<file path="config.mk">
export PLATFORM = sky130hd
export DESIGN_NAME = rvm_mem_master_flat
export DESIGN_NICKNAME = d
export VERILOG_FILES = /design/src/rtl/rvm_mem_master_pkg.sv /design/src/rtl/rvm_mem_master_if.sv /design/src/rtl/rvm_mem_master_align.sv /design/src/rtl/rvm_mem_master.sv /design/src/flat_wrapper.sv
export SDC_FILE = /design/constraint.sdc
export NUM_CORES = 1
export LEC_CHECK = 0
export BUFFER_PORTS_ARGS = -buffer_cell sky130_fd_sc_hd__buf_2
export CAP_MARGIN = 5
export CORE_UTILIZATION = 40
export CTS_BUF_LIST = sky130_fd_sc_hd__clkbuf_8 sky130_fd_sc_hd__clkbuf_16
export CTS_CLUSTER_DIAMETER = 40
export DETAILED_ROUTE_END_ITERATION = 12
export MAX_ROUTING_LAYER = met4
export PLACE_DENSITY = 0.75
export SYNTH_ARGS = -nofsm -noshare
export SYNTH_HDL_FRONTEND = slang
export SYNTH_SLANG_ARGS = --single-unit
</file>
<file path="constraint.sdc">
create_clock -name clk -period 5.07 [get_ports clk]
set_clock_uncertainty 0.2 [all_clocks]
set_input_delay 1.014 -clock clk [delete_from_list [all_inputs] [get_ports clk]]
set_output_delay 1.014 -clock clk [all_outputs]
set_load 0.03 [all_outputs]
</file>
<file path="src/rtl/rvm_mem_master_pkg.sv">
// Shared definitions for the core-side SRAM bus initiator: access size codes,
// FSM state encoding, reset address and the read-data extension helper.
package rvm_mem_master_pkg;

    typedef enum logic [1:0] {
        MEM_SIZE_B = 2'd0,
        MEM_SIZE_H = 2'd1,
        MEM_SIZE_W = 2'd2,
        MEM_SIZE_X = 2'd3
    } mem_size_e;

    typedef enum logic [1:0] {
        ST_IDLE = 2'd0,
        ST_BUS  = 2'd1,
        ST_RESP = 2'd2
    } mem_state_e;

    localparam logic [31:0] RESET_ADDR_DEFAULT = 32'h0000_0000;

    function automatic logic [31:0] mem_extend(input logic [31:0] v,
                                               input mem_size_e   size,
                                               input logic        sgn);
        logic [31:0] r;
        case (size)
            MEM_SIZE_B: r = {{24{sgn & v[7]}}, v[7:0]};
            MEM_SIZE_H: r = {{16{sgn & v[15]}}, v[15:0]};
            default:    r = v;
        endcase
        return r;
    endfunction

endpackage

</file>
<file path="src/rtl/rvm_mem_master_if.sv">
// Stall/error SRAM bus between the memory initiator and the responder.
interface rvm_mem_master_if;

    logic [31:0] mem_addr;
    logic [3:0]  mem_ben;
    logic        mem_wen;
    logic [31:0] mem_wdata;
    logic [31:0] mem_rdata;
    logic        mem_stall;
    logic        mem_error;

    modport master (
        output mem_addr, mem_ben, mem_wen, mem_wdata,
        input  mem_rdata, mem_stall, mem_error
    );

    modport slave (
        input  mem_addr, mem_ben, mem_wen, mem_wdata,
        output mem_rdata, mem_stall, mem_error
    );

endinterface

</file>
<file path="src/rtl/rvm_mem_master_align.sv">
// Combinational lane logic: byte-enable and write-data steering, alignment
// check, and read-data extract/extend. Shared with the data-side LSU.
module rvm_mem_master_align
    import rvm_mem_master_pkg::*;
(
    input  mem_size_e   size,
    input  logic        sign_ext,
    input  logic [1:0]  offset,
    input  logic [31:0] wdata,
    input  logic [31:0] rdata,
    output logic        misaligned,
    output logic [3:0]  ben,
    output logic [31:0] wdata_lane,
    output logic [31:0] rdata_ext
);

    always_comb begin
        misaligned = 1'b0;
        ben        = 4'h0;
        wdata_lane = 32'h0;
        case (size)
            MEM_SIZE_B: begin
                ben        = 4'b0001 << offset;
                wdata_lane = {4{wdata[7:0]}};
            end
            MEM_SIZE_H: begin
                misaligned = offset[0];
                ben        = 4'b0011 << offset;
                wdata_lane = {2{wdata[15:0]}};
            end
            MEM_SIZE_W: begin
                misaligned = |offset;
                ben        = 4'hF;
                wdata_lane = wdata;
            end
            default: misaligned = 1'b1;
        endcase
    end

    assign rdata_ext = mem_extend(rdata >> {offset, 3'b000}, size, sign_ext);

endmodule

</file>
<file path="src/rtl/rvm_mem_master.sv">
// Core-side initiator for the stall/error SRAM bus: one request in flight,
// stall wait with optional timeout, aligned and extended read data return.
module rvm_mem_master
    import rvm_mem_master_pkg::*;
#(
    parameter int unsigned STALL_LIMIT = 255,
    parameter logic [31:0] RESET_ADDR  = RESET_ADDR_DEFAULT
) (
    input  logic                    clk,
    input  logic                    resetn,
    input  logic                    req_valid,
    output logic                    req_ready,
    input  logic                    req_write,
    input  logic [1:0]              req_size,
    input  logic                    req_signed,
    input  logic [31:0]             req_addr,
    input  logic [31:0]             req_wdata,
    output logic                    rsp_valid,
    output logic [31:0]             rsp_rdata,
    output logic                    rsp_err,
    rvm_mem_master_if.master        mem
);

    localparam int CNT_W = (STALL_LIMIT > 1) ? $clog2(STALL_LIMIT) : 1;
    localparam logic [CNT_W-1:0] STALL_MAX = CNT_W'(STALL_LIMIT - 1);

    mem_state_e        state_q, state_d;
    logic [CNT_W-1:0]  stall_cnt_q;
    logic              done, timeout, accept, bus_active;

    logic [31:0]       addr_p0;
    logic [31:0]       wdata_p0;
    mem_size_e         size_p0;
    logic              write_p0;
    logic              signed_p0;

    logic              misaligned;
    logic [3:0]        lane_ben;
    logic [31:0]       lane_wdata;
    logic [31:0]       rdata_ext;

    rvm_mem_master_align u_align (
        .size       (size_p0),
        .sign_ext   (signed_p0),
        .offset     (addr_p0[1:0]),
        .wdata      (wdata_p0),
        .rdata      (mem.mem_rdata),
        .misaligned (misaligned),
        .ben        (lane_ben),
        .wdata_lane (lane_wdata),
        .rdata_ext  (rdata_ext)
    );

    assign req_ready = (state_q == ST_IDLE);
    assign rsp_valid = (state_q == ST_RESP);
    assign accept    = req_valid & req_ready;

    // Misaligned requests still occupy the bus slot (with no enables) so the
    // response latency is the same as for a zero-stall aligned access.
    always_comb begin
        state_d = state_q;
        done    = 1'b0;
        timeout = 1'b0;
        case (state_q)
            ST_IDLE: if (req_valid) state_d = ST_BUS;
            ST_BUS: begin
                if (misaligned || !mem.mem_stall) begin
                    done    = 1'b1;
                    state_d = ST_RESP;
                end else if (STALL_LIMIT != 0 && stall_cnt_q == STALL_MAX) begin
                    timeout = 1'b1;
                    state_d = ST_RESP;
                end
            end
            ST_RESP: state_d = ST_IDLE;
            default: state_d = ST_IDLE;
        endcase
    end

    // Control and response registers
    always_ff @(posedge clk or negedge resetn) begin
        if (!resetn) begin
            state_q     <= ST_IDLE;
            stall_cnt_q <= '0;
            rsp_rdata   <= 32'h0;
            rsp_err     <= 1'b0;
        end else begin
            state_q <= state_d;
            if (state_q != ST_BUS)
                stall_cnt_q <= '0;
            else if (mem.mem_stall)
                stall_cnt_q <= stall_cnt_q + 1'b1;
            if (done) begin
                rsp_err   <= misaligned | mem.mem_error;
                rsp_rdata <= (misaligned | mem.mem_error | write_p0) ? 32'h0 : rdata_ext;
            end else if (timeout) begin
                rsp_err   <= 1'b1;
                rsp_rdata <= 32'h0;
            end
        end
    end

    // Request capture; only meaningful while the FSM is past IDLE
    always_ff @(posedge clk) begin
        if (accept) begin
            addr_p0   <= req_addr;
            wdata_p0  <= req_wdata;
            size_p0   <= mem_size_e'(req_size);
            write_p0  <= req_write;
            signed_p0 <= req_signed;
        end
    end

    // Bus outputs decode from registered state only, so they hold through
    // stalls and drop together with the asynchronous reset.
    assign bus_active    = (state_q == ST_BUS) && !misaligned;
    assign mem.mem_addr  = bus_active ? {addr_p0[31:2], 2'b00} : RESET_ADDR;
    assign mem.mem_ben   = bus_active ? lane_ben : 4'h0;
    assign mem.mem_wen   = bus_active & write_p0;
    assign mem.mem_wdata = bus_active ? lane_wdata : 32'h0;

endmodule
</file>
<file path="src/flat_wrapper.sv">
// flat-port wrapper written by rule: the top's interface ports become plain ports
module rvm_mem_master_flat import rvm_mem_master_pkg::*;
#(
    parameter int unsigned STALL_LIMIT = 255,
    parameter logic [31:0] RESET_ADDR  = RESET_ADDR_DEFAULT
)
  (clk, resetn, req_valid, req_ready, req_write, req_size, req_signed, req_addr, req_wdata, rsp_valid, rsp_rdata, rsp_err, mem_mem_addr, mem_mem_ben, mem_mem_wen, mem_mem_wdata, mem_mem_rdata, mem_mem_stall, mem_mem_error);
  rvm_mem_master_if mem_i ();
  input  logic clk;
  input  logic resetn;
  input  logic req_valid;
  output logic req_ready;
  input  logic req_write;
  input  logic [1:0] req_size;
  input  logic req_signed;
  input  logic [31:0] req_addr;
  input  logic [31:0] req_wdata;
  output logic rsp_valid;
  output logic [31:0] rsp_rdata;
  output logic rsp_err;
  output wire logic [$bits(mem_i.mem_addr)-1:0] mem_mem_addr;
  output wire logic [$bits(mem_i.mem_ben)-1:0] mem_mem_ben;
  output wire logic [$bits(mem_i.mem_wen)-1:0] mem_mem_wen;
  output wire logic [$bits(mem_i.mem_wdata)-1:0] mem_mem_wdata;
  input wire logic [$bits(mem_i.mem_rdata)-1:0] mem_mem_rdata;
  input wire logic [$bits(mem_i.mem_stall)-1:0] mem_mem_stall;
  input wire logic [$bits(mem_i.mem_error)-1:0] mem_mem_error;
  assign mem_mem_addr = mem_i.mem_addr;
  assign mem_mem_ben = mem_i.mem_ben;
  assign mem_mem_wen = mem_i.mem_wen;
  assign mem_mem_wdata = mem_i.mem_wdata;
  assign mem_i.mem_rdata = mem_mem_rdata;
  assign mem_i.mem_stall = mem_mem_stall;
  assign mem_i.mem_error = mem_mem_error;
  rvm_mem_master #(.STALL_LIMIT(STALL_LIMIT), .RESET_ADDR(RESET_ADDR)) u_core (.clk(clk), .resetn(resetn), .req_valid(req_valid), .req_ready(req_ready), .req_write(req_write), .req_size(req_size), .req_signed(req_signed), .req_addr(req_addr), .req_wdata(req_wdata), .rsp_valid(rsp_valid), .rsp_rdata(rsp_rdata), .rsp_err(rsp_err), .mem(mem_i));
endmodule
</file>
==> results of run 1 <==
[state kept, by name, indices dropped and copies added, names as in the netlist]
register	flops
u_core.rsp_rdata	32
u_core.state_q	2
u_core.signed_p0	1
u_core.write_p0	1
u_core.wdata_p0	32
u_core.size_p0	2
u_core.stall_cnt_q	8
u_core.rsp_err	1
u_core.addr_p0	32
[per-layer routing]
| layer | part of all wire (%) | routed length [um] |
|---|---|---|
| met4 | 2.9 | 411 |
| met3 | 8.7 | 1230 |
| met1 | 40 | 5590 |
| met2 | 49 | 6810 |
| met5 | 0 | 0 |
[synth_stat cells (all sizes together), types with 2 or more instances]
library cell	count	area (um^2)
edfxtp	68	2040
nor2	44	165
a21oi	43	215
dfrtp	43	1080
and2	40	250
o2bb2ai	22	193
buf	19	121
mux2i	17	170
a221o	16	160
a2bb2oi	16	140
clkbuf	15	57.6
nor2b	11	68.8
mux2	9	105
o21ai	8	55.1
inv	5	18.8
nand2	5	18.8
nand4	5	46.3
xor2	5	43.8
nor3	4	31.3
and3	3	18.8
nand3	3	15.0
a21o	2	15.0
ha	2	25.0
or3	2	12.5
[power by group]
part	total (mW)	internal, mW	switching [mW]
combinational	0.804	0.258	0.547
clock	0.766	0.435	0.331
sequential	1.18	1.12	0.0658
total	2.75	1.81	0.943
[worst max-delay path: cells and delay by family, from the launching register on]
kind | cells | cell delay (ns)
buf+inv | 1 | 0.24
flops | 1 | 1.01
compound gates | 1 | 0.20
simple gates | 2 | 1.17
[worst paths after layout]
path / startpoint / to / slack, ns / cells after the start
worst max-delay path: u_core.size_p0[0] / mem_mem_wdata[25] / 0.87 / 4
worst min-delay path: u_core.rsp_rdata[9] / u_core.rsp_rdata[9] / 0.29 / 1
worst max register to register: u_core.size_p0[0] / u_core.rsp_rdata[20] / 2.08 / 4
worst min register to register: u_core.rsp_rdata[9] / u_core.rsp_rdata[9] / 0.29 / 1
max in group asynchronous: resetn / u_core.rsp_err / 3.48 / 1
min in group asynchronous: resetn / u_core.rsp_rdata[5] / 0.61 / 1
[kinds of logic (layout without fill, tap and decap cells)]
logic type	after synthesis	count (layout)	synth area share [%]
mux	27	27	5.73
xor+xnor	6	6	1.01
simple gates	123	123	13.2
compound gates	110	110	15.7
flops	111	111	60.0
fa+ha+maj	2	2	0.481
other cells	1	3	0.0722
buf+inv	39	233	3.80
[layout make-up]
cell class	count	area (um^2)	area share [%]
Multi-Input combinational cell	270	1890	28.5
Clock inverter	7	96.3	1.45
Inverter	5	18.8	0.282
Sequential cell	111	3120	46.9
Timing Repair Buffer	212	1080	16.2
Antenna cell	1	2.50	0.0377
Tap cell	172	215	3.24
Clock buffer	9	225	3.39
==> impl_metrics.toml, run 1 <==
[logic_synthesis]
ys.flop_type = "edfxtp_1"
syn_area_per_cell_um2 = 12.4
async_reset_ff_share_pct = 38.7
synth_cells = 419
synth-seq-area-share_pct = 60.0
yosysWarnings = 0
synthesis.area_um2 = 5200
synth_cell_types = 46
synth-seq-cells = 111
synth_edf_count = 68

[grt]
grt_max_degree = 44
gr-usage-met2_pct = 34.8
antenna_found_initial = 1
grt_use_met3_pct = 5.18
grt_pass1_wl_um = 21400
grt-ovfl-total = 0
grtUsageTotal_pct = 22.2
busiest_layer = "met2"
grt_pass1_vias = 4094
use_met1_pct = 27.1

[final_layout]
area_delta_synth_final_pct = 27.9
mostFrequentLayoutCells = "buf_2 (206), edfxtp_1 (68), nor2_1 (43), a21oi_1 (43), dfrtp_1 (43)"
fill_cells = 1096
drive_above_1_share_pct = 40.6
final_common_cell = "buf_2"
fin_area_um2 = 6650
finalCoreUtilization_pct = 52.7
final_nets = 716
final_cells = 787

[power]
leakage_nw = 3.10
ir_drop_uv = 225
total_power_mw = 2.75
power.density_nw_per_um2 = 414

[die]
die_area_um2 = 13500
chipWidth_um = 116
fp.dieH_um = 116
initial_utilization_pct = 41.2
rows = 41
fp.coreArea_um2 = 12600
pin_count = 209

[place]
port_buffers = 206
dp_slack_ns = 1.31
place_area_um2 = 6320
dp_cells = 770
place_congestion = 0.884
dp_hpwl_um = 10200

[clock_tree]
hold_buffers = 0
tritoncts = "yes"
clockBufferDepth = 2
cts-root-buf = "clkbuf_16"
cts_buffers = 9
cts_resized = 0
worstSkewPairLatency_ns = 0.35
cts.clk_slew.worst_paths_ns = 0.07
ctsHtreeMaxLevel = 3
cts.sinks = 111
cts_setup_buffers = 0

[drt]
route.detailed.drc = 0
firstDrtPassIters = 5
ant_nets = 0
via_per_inst = 5.38
routed_wl_um = 14000
vias = 4236
drtIter0Drc = 373
avgRoutedWirePerCell_um = 17.8

[timing]
finalCritPeriodShare_pct = 82.8
setup_viol = 0
hold_viol = 0
holdWs_ns = 0.287
worst_pin_slew_ns = 1.22
final.setup.worst_slack_ns = 0.873
slew_viol_final = 0
rsz0062_at_grt = "false"
slew_headroom_pct = 18.5
max_freq_mhz = 238
period_minus_slack_ns = 4.20
setup_tns_ns = 0

[job]
maxCapViolCount = 0

[run_status]
status = "finished, final reports clean"

[setup_path]
crit_path_max_fanout = 26
critical_path_arrival_ns = 2.98
crit_path_end_kind = "output port"
crit_chain = "nor2b_1 -> a2bb2oi_1 -> nor2_1 -> buf_2"
worstPathRequired_ns = 3.86
slowest_stage = "nor2b_1"
startpoint_type = "flop"
cpPeakStageDelay_ns = 1.02
criticalPathCategory = "flop to output port"

[worst_hold_path]
hold_path.class = "flop to flop"
(Power assumes the default switching activity.)
==> inputs of run 2 (changes only) <==
--- a/config.mk
+++ b/config.mk
@@ -5,6 +5,7 @@
 export SDC_FILE = /design/constraint.sdc
 export NUM_CORES = 1
 export LEC_CHECK = 0
+export ABC_AREA = 1
 export BUFFER_PORTS_ARGS = -buffer_cell sky130_fd_sc_hd__buf_2
 export CAP_MARGIN = 5
 export CORE_UTILIZATION = 40
@@ -12,7 +13,7 @@
 export CTS_CLUSTER_DIAMETER = 40
 export DETAILED_ROUTE_END_ITERATION = 12
 export MAX_ROUTING_LAYER = met4
-export PLACE_DENSITY = 0.75
+export PLACE_DENSITY = 0.77
 export SYNTH_ARGS = -nofsm -noshare
 export SYNTH_HDL_FRONTEND = slang
 export SYNTH_SLANG_ARGS = --single-unit
==> constraint.sdc (replaced) <==
create_clock -name clk -period 3.7 [get_ports clk]
set_clock_uncertainty 0.2 [all_clocks]
set_input_delay 0.74 -clock clk [delete_from_list [all_inputs] [get_ports clk]]
set_output_delay 0.74 -clock clk [all_outputs]
set_load 0.03 [all_outputs]
==> impl_metrics.toml, run 2 <==
[run_status]
status = "finished, final reports clean"

[place]
place_area_um2 = 6620
place_congestion = 0.865
dp_cells = 965
dp_hpwl_um = 11200
port_buffers = 206
dp_slack_ns = 0.508

[logic_synthesis]
synth_cell_types = 32
synth_top_area_cell = "edfxtp_1"
async_reset_ff_share_pct = 38.7
synth_most_common_cell = "nand2_1"
yosysWarnings = 0
ys.flop_type = "edfxtp_1"
synth_cells = 604
synth-seq-area-share_pct = 56.8
synthesis.area_um2 = 5490
syn_area_per_cell_um2 = 9.09
synth-seq-cells = 111
synth_edf_count = 68
ys_top_cells_by_count = "nand2_1 (155), nor2_1 (82), inv_1 (72)"
yosys-top-cells-area = "edfxtp_1 (37%), dfrtp_1 (20%), nand2_1 (11%)"
synth.top_cell.area_share_pct = 37.2

[timing]
slew_viol_final = 0
worst_pin_slew_ns = 0.987
finalCritPeriodShare_pct = 93.3
max_freq_mhz = 290
period_minus_slack_ns = 3.45
slew_headroom_pct = 34.2
holdWs_ns = 0.273
rsz0062_at_grt = "false"
setup_viol = 0
setup_tns_ns = 0
hold_viol = 0
final.setup.worst_slack_ns = 0.248

[clock_tree]
cts-root-buf = "clkbuf_16"
cts_buffers = 9
clockBufferDepth = 2
tritoncts = "yes"
ctsHtreeMaxLevel = 3
hold_buffers = 0
cts.clk_slew.worst_paths_ns = 0.08
worstSkewPairLatency_ns = 0.36
cts.sinks = 111

[final_layout]
mostFrequentLayoutCells = "buf_2 (206), nand2_1 (155), nor2_1 (81)"
final_cells = 984
reg_top3 = "u_core.addr_p0: 32 flops, u_core.rsp_rdata: 32 flops, u_core.wdata_p0: 32 flops"
final_nets = 909
area_delta_synth_final_pct = 26.3
finalCoreUtilization_pct = 52.1
final_common_cell = "buf_2"
drive_above_1_share_pct = 33.6
fin_area_um2 = 6930

[grt]
grtUsageTotal_pct = 22.9
grt_pass1_wl_um = 24100
antenna_found_initial = 1
grt-ovfl-total = 0
grt_pass1_vias = 4803
grt_max_degree = 69

[setup_path]
critical_path_arrival_ns = 2.51
cpPeakStageDelay_ns = 0.54
r2r-start = "u_core.addr_p0[0]"
worstPathRequired_ns = 2.76
slowest_stage = "edfxtp_1"
crit_chain = "nor2_4 -> nand2_2 -> nand2_4 -> nand3_2 -> buf_4 -> a31oi_1 -> buf_2"
crit_path_end_kind = "output port"
crit_path_max_fanout = 25
reg2reg_slack_ns = 1.54
startpoint_type = "flop"
cp-startpoint = "u_core.addr_p0[0]"
criticalPathCategory = "flop to output port"

[die]
chipWidth_um = 119
fp.coreArea_um2 = 13300
fp.dieH_um = 119
initial_utilization_pct = 41.3
rows = 42
pin_count = 209
die_area_um2 = 14200

[power]
p_int_mw = 2.41
swShare_pct = 40.2
p_comb_share_pct = 34.7
p_seq_share_pct = 41.2
power.density_nw_per_um2 = 582
switchingPower_mw = 1.62
ir_drop_uv = 358
leakage_nw = 3.59
clkPwrFrac_pct = 24.0
total_power_mw = 4.04

[drt]
vias = 4872
drtIter0Drc = 402
route.detailed.drc = 0
ant_nets = 0
firstDrtPassIters = 5
avgRoutedWirePerCell_um = 15.5
routed_wl_um = 15200
via_per_inst = 4.95

[worst_hold_path]
worstHoldStart = "u_core.rsp_rdata[4]"
hold_path.class = "flop to flop"

[job]
maxCapViolCount = 0
run 2: changes by cell type in the layout (fill, tap and decap cells not counted), moves of 11 or more:
cell	before	now
nand2_1	5	155
inv_1	5	72
and2_1	39	0
nor2_1	43	81
o21ai_0	3	39
o2bb2ai_1	22	0
mux2i_1	17	0
a221o_1	16	0
a2bb2oi_1	16	0
nand3_2	0	14
nor2b_1	11	0
run 2: final timing paths:
check	end	cells past startpoint
min in group asynchronous	u_core.rsp_rdata[11]	1
worst max-delay path	mem_mem_wdata[25]	7
worst max register to register	u_core.rsp_rdata[1]	7
worst min-delay path	u_core.rsp_rdata[4]	2
max in group asynchronous	u_core.rsp_rdata[26]	1
worst min register to register	u_core.rsp_rdata[4]	2
run 2: repair_timing:
item | in CTS | in global routing
gates resized for setup | 0 | 0
setup buffers | 0 | 2
endpoints found under the setup margin | 0 | 2
run 2: final cells by class:
class	instances	area, um^2
Clock buffer	9	225
Tap cell	176	220
Clock inverter	7	70.1
Antenna cell	1	2.50
Multi-Input combinational cell	385	1870
Sequential cell	111	3120
Timing Repair Buffer	218	1130
Inverter	77	292
Fill cell	1256	6360
run 2: power groups by stage:
stage / Clock (mW) / Sequential, mW / Combinational [mW]
CTS: 0.993 / 1.67 / 1.40
global placement: 0 / 1.69 / 1.39
floorplan: 0 / 1.78 / 0.887
global route: 1.04 / 1.69 / 1.53
detailed placement: 0 / 1.69 / 1.40
finish: 0.970 / 1.66 / 1.40
run 2: worst max-delay path, delay by kind of cell, from the launching register on:
family                 cells  cell delay, ns
buffers and inverters      2            0.63
AOI/OAI and AO/OA          1            0.24
DFF                        1            0.54
and+or+nand+nor            4            0.73
run 2: routing by layer:
metal / vias to the layer above / routed length [um] / GRT usage [%]
li1: 2337 / - / -
met1: 2236 / 6210 / 27.1
met2: 268 / 7500 / 38.3
met3: 31 / 1070 / 3.78
met4: 0 / 434 / 10.3
met5: - / 0 / -
run 2: kinds of logic (layout without fill, tap and decap cells):
| kind of cell | count (synthesis) | in the layout | share of synthesized area, % |
|---|---|---|---|
| buf+inv | 109 | 311 | 9.30 |
| xor+xnor | 1 | 1 | 0.296 |
| flops | 111 | 111 | 56.8 |
| compound gates | 95 | 95 | 9.23 |
| simple gates | 285 | 285 | 23.8 |
| fa+ha+maj | 2 | 2 | 0.456 |
| other cells | 1 | 3 | 0.0683 |
==> inputs of run 3 (changes only) <==
--- a/config.mk
+++ b/config.mk
@@ -13,7 +13,7 @@
 export CTS_CLUSTER_DIAMETER = 40
 export DETAILED_ROUTE_END_ITERATION = 12
 export MAX_ROUTING_LAYER = met4
-export PLACE_DENSITY = 0.77
+export PLACE_DENSITY = 0.74
 export SYNTH_ARGS = -nofsm -noshare
 export SYNTH_HDL_FRONTEND = slang
 export SYNTH_SLANG_ARGS = --single-unit
==> impl_metrics.toml, run 3 (synthesis results as in run 2) <==
[run_status]
status = "finished, final reports clean"

[timing]
max_freq_mhz = 293
setup_tns_ns = 0
hold_viol = 0
period_minus_slack_ns = 3.41
slew_headroom_pct = 34.5
worst_pin_slew_ns = 0.982
rsz0062_at_grt = "false"
finalCritPeriodShare_pct = 92.1
slew_viol_final = 0
setup_viol = 0
final.setup.worst_slack_ns = 0.291

[setup_path]
reg2reg_slack_ns = 1.44
criticalPathCategory = "flop to output port"
startpoint_type = "flop"
crit_path_end_kind = "output port"
rr_endpoint = "u_core.rsp_rdata[20]"
crit_path_max_fanout = 29
r2r-start = "u_core.addr_p0[0]"
critical_path_arrival_ns = 2.47
worstPathRequired_ns = 2.76
r2r_cells = 8

[clock_tree]
cts.sinks = 111
cts-root-buf = "clkbuf_16"
tritoncts = "yes"
clockBufferDepth = 2
cts_setup_buffers = 0
worstSkewPairLatency_ns = 0.35
cts.clk_slew.worst_paths_ns = 0.07
cts_buffers = 9
cts_resized = 0
hold_buffers = 0
ctsHtreeMaxLevel = 3

[drt]
vias = 4740
route.detailed.drc = 0
avgRoutedWirePerCell_um = 15.2
via_per_inst = 4.84
routed_wl_um = 14900
firstDrtPassIters = 5
ant_nets = 0
drtIter0Drc = 360

[final_layout]
multi_input_area_um2 = 1870
reg_top3 = "u_core.addr_p0: 32 flops, u_core.rsp_rdata: 32 flops, u_core.wdata_p0: 32 flops"
final_common_cell = "buf_2"
fill_cells = 1274
mostFrequentLayoutCells = "buf_2 (206), nand2_1 (155), nor2_1 (81)"
area_delta_synth_final_pct = 26.1
finalCoreUtilization_pct = 52.1
drive_above_1_share_pct = 33.3
final_nets = 906
regArea_um2 = 3120

[power]
switchingPower_mw = 1.58
clkPwrFrac_pct = 24.1
p_seq_share_pct = 41.4
p_int_mw = 2.46
p_comb_share_pct = 34.5
swShare_pct = 39.0
leakage_nw = 3.58
ir_drop_uv = 357
power.density_nw_per_um2 = 584

[worst_hold_path]
worstHoldStart = "u_core.rsp_rdata[6]"
hold_path_end = "u_core.rsp_rdata[6]"
hold_path.class = "flop to flop"
whs_path_depth = 2

[grt]
grt_pass1_vias = 4453
grtUsageTotal_pct = 22.2
grt_max_degree = 69
antenna_found_initial = 1
grt-ovfl-total = 0
grt_pass1_wl_um = 23100

[place]
dp_hpwl_um = 11100
port_buffers = 206
dp_slack_ns = 0.652
place_congestion = 0.882

[job]
maxCapViolCount = 0

[die]
fp.dieH_um = 119
initial_utilization_pct = 41.3
fp.coreArea_um2 = 13300
rows = 42
chipWidth_um = 119
pin_count = 209
die_area_um2 = 14200
==> run 3: worst max-delay path by stage <==
stage / slack (ns) / end / start
2_1_floorplan: 0.28 / u_core.addr_p0[0] / u_core.state_q[1]
3_3_place_gp: 0.74 / mem_mem_wdata[26] / u_core.size_p0[1]
3_5_place_dp: 0.65 / mem_mem_wdata[8] / u_core.size_p0[1]
4_1_cts: 0.26 / mem_mem_wdata[8] / u_core.size_p0[1]
5_1_grt: 0.11 / mem_mem_wdata[8] / u_core.size_p0[1]
6_report: 0.29 / mem_mem_wdata[8] / u_core.size_p0[1]
==> run 3: final cells by class <==
type / count / share of cell area, %
clock inverters: 6 / 1.01
flip-flops and latches: 111 / 45.0
diodes: 1 / 0.0362
inverters: 77 / 4.21
well taps: 176 / 3.18
repair buffers: 215 / 16.2
clock buffers: 9 / 3.25
multi-input cells: 385 / 27.0
==> run 3: metrics by stage <==
stage	instance area [um^2]	power, mW	cells	hold slack, ns
floorplan	5490	2.67	605	0.244
global placement	6620	3.09	964	0.251
detailed placement	6620	3.10	964	0.254
CTS	6920	4.08	979	0.272
global route	6920	4.26	980	0.285
finish	6920	4.04	980	0.268
==> run 3: critical path, stage by stage (launching register included) <==
cell and delay, ns:
edfxtp_1 0.60, buf_4 0.27, nand2_4 0.10, nand3_2 0.31, buf_12 0.30, buf_12 0.17, nor2_1 0.13, buf_2 0.22
==> run 3: power by group through the flow <==
stage / logic (mW) / clock network [mW] / registers (mW)
2_1_floorplan: 0.887 / 0 / 1.78
3_3_place_gp: 1.40 / 0 / 1.69
3_5_place_dp: 1.40 / 0 / 1.70
4_1_cts: 1.41 / 0.995 / 1.67
5_1_grt: 1.53 / 1.04 / 1.69
6_report: 1.40 / 0.974 / 1.67
==> run 3: metal layers <==
layer | GRT usage (%) | share of wire (%) | routed length (um) | vias to the layer above
met5 | - | 0 | 0 | -
met2 | 35.1 | 47 | 7000 | 245
met4 | 8.78 | 2.5 | 374 | 0
met3 | 5.46 | 8.2 | 1230 | 26
li1 | - | - | - | 2331
met1 | 27.3 | 42 | 6320 | 2138
